`config.mk`:
```
export PLATFORM = sky130hd
export DESIGN_NAME = dac_stream_out
export DESIGN_NICKNAME = d
export VERILOG_FILES = /design/src/rtl/dac_stream_out.sv
export SDC_FILE = /design/constraint.sdc
export NUM_CORES = 2
export LEC_CHECK = 0
export ABC_CLOCK_PERIOD_IN_PS = 12300
export CAP_MARGIN = 20
export CORE_MARGIN = 1.5
export CORE_UTILIZATION = 45
export DETAILED_ROUTE_END_ITERATION = 16
export PLACE_DENSITY_LB_ADDON = 0.25
export SLEW_MARGIN = 10
export SYNTH_ARGS = -nofsm -noshare
export SYNTH_HDL_FRONTEND = slang
export SYNTH_SLANG_ARGS = --single-unit
export TNS_END_PERCENT = 10
```
`constraint.sdc`:
```
create_clock -name hclk -period 12.3 [get_ports hclk]
set_input_delay 3.69 -clock hclk [delete_from_list [all_inputs] [get_ports hclk]]
set_output_delay 3.69 -clock hclk [all_outputs]
set_load 0.05 [all_outputs]
```
`src/rtl/dac_stream_out.sv`:
```
// dac_stream_out: CPU sample FIFO feeding an 8-bit parallel DAC.
// Samples are popped once per programmable period and presented on dac_data,
// with dac_clk rising mid-period so the data is stable around the latch edge.
// Optional build macro DAC_SIGNED_IN_EN: treat wr_data as two's complement and
// convert to offset binary (MSB inverted) on the way to the DAC.
module dac_stream_out #(
    parameter int unsigned       DATA_W     = 8,
    parameter int unsigned       DEPTH_LOG2 = 8,
    parameter int unsigned       DIV_W      = 16,
    parameter logic [DATA_W-1:0] IDLE_CODE  = 'h80
) (
    input  logic                  hclk,
    input  logic                  rst,
    input  logic                  wr_en,
    input  logic [DATA_W-1:0]     wr_data,
    output logic                  wr_ready,
    input  logic                  enable,
    input  logic                  flush,
    input  logic [DIV_W-1:0]      div,
    input  logic                  clr_flags,
    output logic [DEPTH_LOG2:0]   level,
    output logic                  underflow,
    output logic                  overflow,
    output logic [DATA_W-1:0]     dac_data,
    output logic                  dac_clk
);

    localparam int unsigned DEPTH = 1 << DEPTH_LOG2;
    localparam int unsigned PW    = DIV_W + 1;

    localparam logic [DEPTH_LOG2:0] FULL_LEVEL = {1'b1, {DEPTH_LOG2{1'b0}}};

    logic [DATA_W-1:0]   mem [DEPTH];
    logic [DEPTH_LOG2:0] wr_ptr;
    logic [DEPTH_LOG2:0] rd_ptr;

    // Phase counter and the period latched at the last wrap.
    logic [PW-1:0] cnt;
    logic [PW-1:0] per_q;

    logic          full;
    logic          empty;
    logic          push;
    logic          tick;
    logic          pop;
    logic [PW-1:0] div_eff;
    logic [PW-1:0] cnt_next;
    logic [PW-1:0] per_next;
    logic          clk_next;
    logic [DATA_W-1:0] head;
    logic [DATA_W-1:0] out_sample;

    // Extra pointer MSB distinguishes full from empty.
    assign level    = wr_ptr - rd_ptr;
    assign full     = (level == FULL_LEVEL);
    assign empty    = (level == '0);
    assign wr_ready = !full;

    // A write coinciding with flush is dropped along with the queue.
    assign push = wr_en && !full && !flush;
    assign tick = enable && (cnt == per_q - PW'(1));
    assign pop  = tick && !empty;

    assign head = mem[rd_ptr[DEPTH_LOG2-1:0]];

`ifdef DAC_SIGNED_IN_EN
    assign out_sample = head ^ {1'b1, {(DATA_W-1){1'b0}}};
`else
    assign out_sample = head;
`endif

    // Effective period and next phase; div only matters at a wrap or while idle.
    always_comb begin
        div_eff  = (div == '0) ? PW'(2) : ({1'b0, div} + PW'(1));
        cnt_next = '0;
        per_next = per_q;
        if (!enable || tick) begin
            per_next = div_eff;
        end
        if (enable && !tick) begin
            cnt_next = cnt + PW'(1);
        end
        // Low for the first half of the period; after a wrap cnt_next is 0 so
        // the clock always starts low.
        clk_next = (cnt_next >= (per_next >> 1));
    end

    // Sample storage; contents need no reset since pointers gate visibility.
    always_ff @(posedge hclk) begin
        if (push) begin
            mem[wr_ptr[DEPTH_LOG2-1:0]] <= wr_data;
        end
    end

    // Pointers, sticky flags, phase counter and registered DAC outputs.
    always_ff @(posedge hclk) begin
        if (rst) begin
            wr_ptr    <= '0;
            rd_ptr    <= '0;
            underflow <= 1'b0;
            overflow  <= 1'b0;
            cnt       <= '0;
            per_q     <= div_eff;
            dac_clk   <= 1'b0;
            dac_data  <= IDLE_CODE;
        end else begin
            if (flush) begin
                rd_ptr <= wr_ptr;
            end else begin
                if (push) begin
                    wr_ptr <= wr_ptr + 1'b1;
                end
                if (pop) begin
                    rd_ptr <= rd_ptr + 1'b1;
                end
            end
            // A set event in the same cycle as clr_flags keeps the flag set.
            underflow <= (underflow && !clr_flags) || (tick && empty);
            overflow  <= (overflow && !clr_flags) || (wr_en && full);
            cnt       <= cnt_next;
            per_q     <= per_next;
            dac_clk   <= clk_next;
            if (!enable) begin
                dac_data <= IDLE_CODE;
            end else if (pop) begin
                dac_data <= out_sample;
            end
        end
    end

endmodule
```
==> flow_metrics.tcl <==
set metrics [dict create \
    numCtsBuffers 207 \
    synth-xor-area-share_pct 0.6056 \
    cp_max_fo 36 \
    synth_area_um2 83880 \
    synthSimpleGateAreaFrac_pct 4.236 \
    max-cap-violations 0 \
    dp_hpwl_um 152900 \
    setup.worst_path.end_class "output port" \
    synth_area_leaders "edfxtp_1 (73%), mux4_2 (12%), mux2i_1 (2.1%), nor2_1 (1.6%), dfxtp_1 (1.5%)" \
    grt_pass1_wl_um 353600 \
    grtUsageTotal_pct 26.50 \
    cp-startpoint "rd_ptr[2]" \
    core_um2 185200 \
    antenna_found_initial 6 \
    skew_ps 29.89 \
    fp.dieH_um 434.7 \
    ir_worst_vdd_v 0.0001702 \
    synth_edf_count 2049 \
    tightest_slew_ps 1200 \
    layout.cells.non_filler 7150 \
    area_growth_pct 12.31 \
    r2r_end "mem[242][6]" \
    wl_per_cell_um 35.32 \
    postRouteAntennaNets 0 \
    yosysSeqAreaShare_pct 74.83 \
    overflow 0 \
    dp_cells 6767 \
    wl_um 252500 \
    yosys_warnings 0 \
    hold_path_class "flop to flop" \
    synth_top_cell_by_area "edfxtp_1" \
    rsz0062_at_grt "false" \
    tritoncts "yes" \
    grt_max_degree 139 \
    syn-num-nets 4461 \
    vias 45815 \
    grt_pass1_vias 44366 \
    finalCritPeriodShare_pct 70.88 \
    synth_fa_ha_area_share_pct 0.5161 \
    h-tree-depth 4 \
    relSlewSlack_pct 19.75 \
    clk_latency_ps 860 \
    initial_core_util_pct 45.28 \
    die_w_um 434.7 \
    tns_ps 0 \
    power.density_nw_per_um2 158.3 \
    drt_first_pass_iters 6 \
    synthCells 4397 \
    synthArstFlopShare_pct 0 \
    min_period_ps 8718 \
    drt_iter0_drc 7023 \
    drc 0 \
    synth.distinct_cells 75 \
    die_area_um2 189000 \
    reg2reg_slack_ps 6140 \
    synth_top_area_share_pct 73.35 \
    finalSetupViolCount 0 \
    cts.clk_slew.worst_paths_ps 60 \
    synth_compound_area_share_pct 3.992 \
    vias_per_cell 6.408 \
    fmax_ghz 0.1147 \
    yosysMostFrequentCell "edfxtp_1" \
    seq_area_um2 62790 \
    drv_slew 0 \
    cts-hold-fix-buffers 0 \
    post_cts_buffers 0 \
    synth-main-ff-cell "edfxtp_1" \
    ys_ff_latch 2111 \
    clock_sinks 2111 \
    crit_type "flop to output port" \
    synth_commonest_cells "edfxtp_1 (2,049), mux4_2 (431), nor2_1 (360), mux2i_1 (179), clkbuf_1 (163)" \
    gp_congestion 0.9255 \
    outcome "finished, final reports clean" \
    worstPathArrival_ps 5030 \
    rows 158 \
    synthMuxAreaShare_pct 14.47 \
    timing.rr.start "rd_ptr[7]" \
    avgSynthCellArea_um2 19.08 \
    reg2regPathDepth 9 \
    power_leakage_nw 28.64 \
    fin_nets 4561 \
    required_ps 8610 \
    multi_input_area_um2 20130 \
    fillers 14756 \
    cts_resized 0 \
    finalHoldViolations 0 \
    layout-drive-gt1-share_pct 20.18 \
    crit_end "wr_ready" \
    cts_max_path_buffers 3 \
    port_buffers 50 \
    synth_top_family_by_area "multiplexers" \
    io_pins 51 \
    startpoint_type "flop" \
    cts-root-buf "clkbuf_16" \
]
## flip-flops by register name, summed over array words and instances, names as in the netlist
signal,cells
rd_ptr,9
wr_ptr,9
per_q,17
overflow,1
underflow,1
dac_clk,1
mem,2048
cnt,17
dac_data,8
## cell usage in the layout, fill, tap and decap left out, types with 20 or more instances in the layout
cell type	n
edfxtp_1	2049
mux4_2	431
nor2_1	358
clkbuf_16	211
mux2i_1	179
nand2_1	151
buf_4	89
a21oi_1	82
a22oi_1	82
mux2_2	57
dfxtp_1	56
nand3_1	51
o22ai_1	47
clkinv_1	45
clkdlybuf4s50_1	42
clkbuf_1	39
o21ai_0	37
clkinv_2	37
xnor2_1	34
ha_1	33
a211oi_1	30
o211ai_1	26
xor2_1	24
nor3_1	24
o221ai_1	24
nor4_1	23
and3_1	22
nor2b_1	22
a221oi_1	21
nand4_1	20
## layer usage
| layer | wire, µm | up-vias | share of wire, % | global-route usage (%) |
|---|---|---|---|---|
| met5 | 116 | - | 0.046 | 0 |
| met3 | 28900 | 470 | 11 | 6.698 |
| met1 | 100500 | 24010 | 40 | 38.23 |
| met4 | 9954 | 4 | 3.9 | 9.757 |
| met2 | 113100 | 3061 | 45 | 39.04 |
| li1 | - | 18270 | - | - |
## worst max-delay path, cell delays in order (launching register included)
cell and delay, ps:
dfxtp_4 780, inv_2 470, ha_1 470, a21oi_1 150, a21bo_2 240, xor2_1 150, or4_1 530, nor4_1 550
nand2_1 110, clkdlybuf4s50_1 720
## logic make-up after synthesis
group | count (synthesis)
compound gates | 468
xor+xnor | 58
fa+ha+maj | 34
flops | 2111
buf+inv | 283
mux | 667
simple gates | 776
## worst min path at each step
stage               startpoint        to  slack [ps]  depth (start not counted)
floorplan               cnt[0]    cnt[0]         450                          1
global placement      overflow  overflow         460                          2
detailed placement    overflow  overflow         460                          2
CTS                   overflow  overflow         470                          2
global route          overflow  overflow         500                          2
finish                overflow  overflow         470                          2
## report_power, final
group	switching (mW)	total, mW	internal [mW]
Clock	2.74	6.29	3.55
Sequential	0.0220	7.91	7.89
Combinational	0.463	0.711	0.248
Total	3.23	14.9	11.7
## cell type report
class / count / share of cell area, %
flip-flops and latches: 2111 / 66.65
multi-input cells: 2003 / 21.37
clock buffers: 252 / 5.790
well taps: 2480 / 3.294
repair buffers: 151 / 1.506
clock inverters: 124 / 1.278
inverters: 23 / 0.09430
diodes: 6 / 0.01594
## through the flow
step	hold WS (ps)	power, mW	setup WS [ps]	cell area (µm²)	utilization (%)
floorplan	454.3	8.437	4514	83880	-
global placement	460.6	8.774	4211	87490	47.23
detailed placement	459.8	8.775	4143	87530	47.25
CTS	470.8	14.96	3565	94180	50.85
global route	497.2	15.26	3350	94190	50.85
finish	471.0	14.92	3582	94200	50.86
(Power assumes the default switching activity.)
==> RTL edit, RTL diff (same settings) <==
The option `DAC_SIGNED_IN_EN` is turned on by a define.
--- a/src/rtl/dac_stream_out.sv
+++ b/src/rtl/dac_stream_out.sv
@@ -5,2 +5,4 @@
 // convert to offset binary (MSB inverted) on the way to the DAC.
+`define DAC_SIGNED_IN_EN
+
 module dac_stream_out #(
Function: not settled (the Yosys comparison gave no result); the edit may change what the design does.
==> RTL edit against the original RTL <==
Sequential cell count is 8 higher. Power decreased by 0.26%. Area after synthesis is 0.23% lower. Critical path type unchanged. Wire length fell by 15%. Largest cell class unchanged. First-iteration DRC count is 20% lower. Worst setup slack improved by 570 ps. Fmax increased by 7.0%. Register-to-register slack better by 1000 ps. Utilization shrank 0.30 points. Via count shrank 6.7%. Synthesized cell count down 2.6%. Design area down 0.71%. Combinational power rose by 6.5%.
==> RTL edit: results (changes against the original RTL) <==
Timing
  • Slew HR: 0.260 (+0.0623)
  • Clock Skews: 39.2 ps (+9.34 ps)

Placement
  • Pre-CTS setup slack: 4560 ps (+419 ps)
  • Routability Congestion: 0.859 (-7.2%)
  • Dpl hpwl: 126 mm (-18%)
  • I/O Buffers: 50 (unchanged)

Logic synthesis
  • Top cells by instance count after synthesis: edfxtp_1, mux4_2, nor2_1
  • Synth Flop Type: edfxtp_1
  • Post-synth cell types: 83 (+11%)
  • Top cells by area, synth: edfxtp_1, mux4_2, dfxtp_1, nor2_1, a22oi_1
  • Number of synthesized flops with an enable pin: 2049 (unchanged)
  • Ys Warns: 0 (unchanged)
  • Seq/Total Area, Yosys: 0.752 (+0.00360)
  • FFs w/ async S/R, synth: 0 (unchanged)

Final layout
  • Layout cells sized above 1: 0.208 (+0.00575)
  • Max reg flops: 2048 (unchanged)
  • Fin nets: 4427 (-2.9%)
  • Fillers: 14700 (-0.14%)

CTS
  • # resized after CTS: 0 (unchanged)
  • Max clock buf depth: 3 (unchanged)
  • Htree depth: 4 (unchanged)
  • Worst-path clk slew: 60 ps (about the same)
  • Clock Latency Late Sink: 860 ps (about the same)
  • CTS Buf Count: 206 (-0.48%)
  • Clock Root Buffer: clkbuf_16
  • Post-CTS setup buffers: 0 (unchanged)

GRT
  • First-pass GRT wire length: 309 mm (-13%)
  • Vias in the first global route: 42400 (-4.5%)
  • Largest net degree at the start of global routing: 172 (+24%)
  • Initial antenna violation count: 2 (-4)
  • Total Routing Usage GR: 0.228 (-0.0366)

Pwr
  • VDD IR max: 0.000144 V (-16%)
  • Leakage: 28.2 nW (-1.6%)

Status
  • Run status: finished clean

Route
  • # DRC: 0 (unchanged)
  • Routed WL per cell: 30.6 µm (-13%)
  • Drt pass-1 iters: 5 (-1)
  • Initial DRC Count: 5640 (-20%)
  • Vias/cell: 6.09 (-4.9%)

Setup path
  • Critical path data arrival time: 4460 ps (-570 ps)
  • Crit-path max FO: 6 (-83%)

Min path
  • Min-Delay Path Class: reg -> reg
==> RTL edit: cell types whose count changed in the layout (fill, tap and decap cells not counted), sizes merged, moves of 15 or more <==
cell / unedited run / this run
a2111oi: 19 / 2
a21oi: 82 / 97
a22oi: 82 / 127
buf: 100 / 72
mux2: 57 / 20
mux2i: 179 / 71
mux4: 431 / 493
nand2: 151 / 121
nor3: 24 / 70
o211ai: 26 / 10
o221ai: 24 / 3
==> RTL edit: report_power, final <==
| group | leakage (nW) | switching, mW | internal [mW] | total, mW |
|---|---|---|---|---|
| clock | 3.17 | 2.74 | 3.43 | 6.18 |
| combinational | 6.02 | 0.492 | 0.266 | 0.757 |
| sequential | 19.0 | 0.0232 | 7.92 | 7.94 |
==> RTL edit: worst max-delay path, cell delays in order, from the launching register on <==
cell and delay, ps:
dfxtp_1 420, inv_1 140, ha_1 250, fa_1 430, nand2b_1 210, a21oi_1 170
xnor2_1 100, or4_4 580, or4_4 460, nand2b_1 160, clkdlybuf4s50_1 700
==> RTL edit: cell type report <==
| type | count | area [µm²] | share of cell area |
|---|---|---|---|
| clock buffers | 241 | 5340 | 0.0571 |
| diodes | 1 | 2.50 | 0.0000268 |
| inverters | 30 | 113 | 0.00120 |
| flip-flops and latches | 2119 | 62900 | 0.673 |
| multi-input cells | 1883 | 19600 | 0.209 |
| well taps | 2480 | 3100 | 0.0332 |
| repair buffers | 123 | 1200 | 0.0129 |
| clock inverters | 134 | 1240 | 0.0133 |
==> RTL edit: logic make-up after synthesis <==
family	synth area share
flip-flops	0.752
AND/OR/NAND/NOR	0.0413
AO/OA/AOI/OAI	0.0370
adder cells (fa/ha/maj)	0.00517
buffers and inverters	0.0147
XOR/XNOR	0.00607
multiplexers	0.144
==> RTL edit: path summary, 6_finish.rpt <==
path	slack [ps]	startpoint	end	depth (start not counted)
setup / recovery	4150	wr_ptr[0]	wr_ready	10
hold / removal	470	overflow	overflow	2
setup reg to reg	7150	wr_ptr[0]	mem[9][4]	12
hold reg to reg	470	overflow	overflow	2
==> RTL edit: per-stage QoR <==
step                std cells  hold slack, ps  total power, mW  utilization  cell area (µm²)
floorplan                4284             456             8.52            -            83700
global placement         6632             456             8.85        0.470            86900
global route             7010             494             15.3        0.505            93500
detailed placement       6633             465             8.85        0.470            86900
CTS                      7008             474             15.0        0.505            93500
finish                   7011             471             14.9        0.506            93500
==> RTL edit: per-layer routing <==
layer,up-vias,wire length (µm),track usage
met2,2177,100000,0.351
met3,313,19100,0.0427
met1,22500,90100,0.337
met4,2,5070,0.0608
li1,17800,-,-
met5,-,10,0
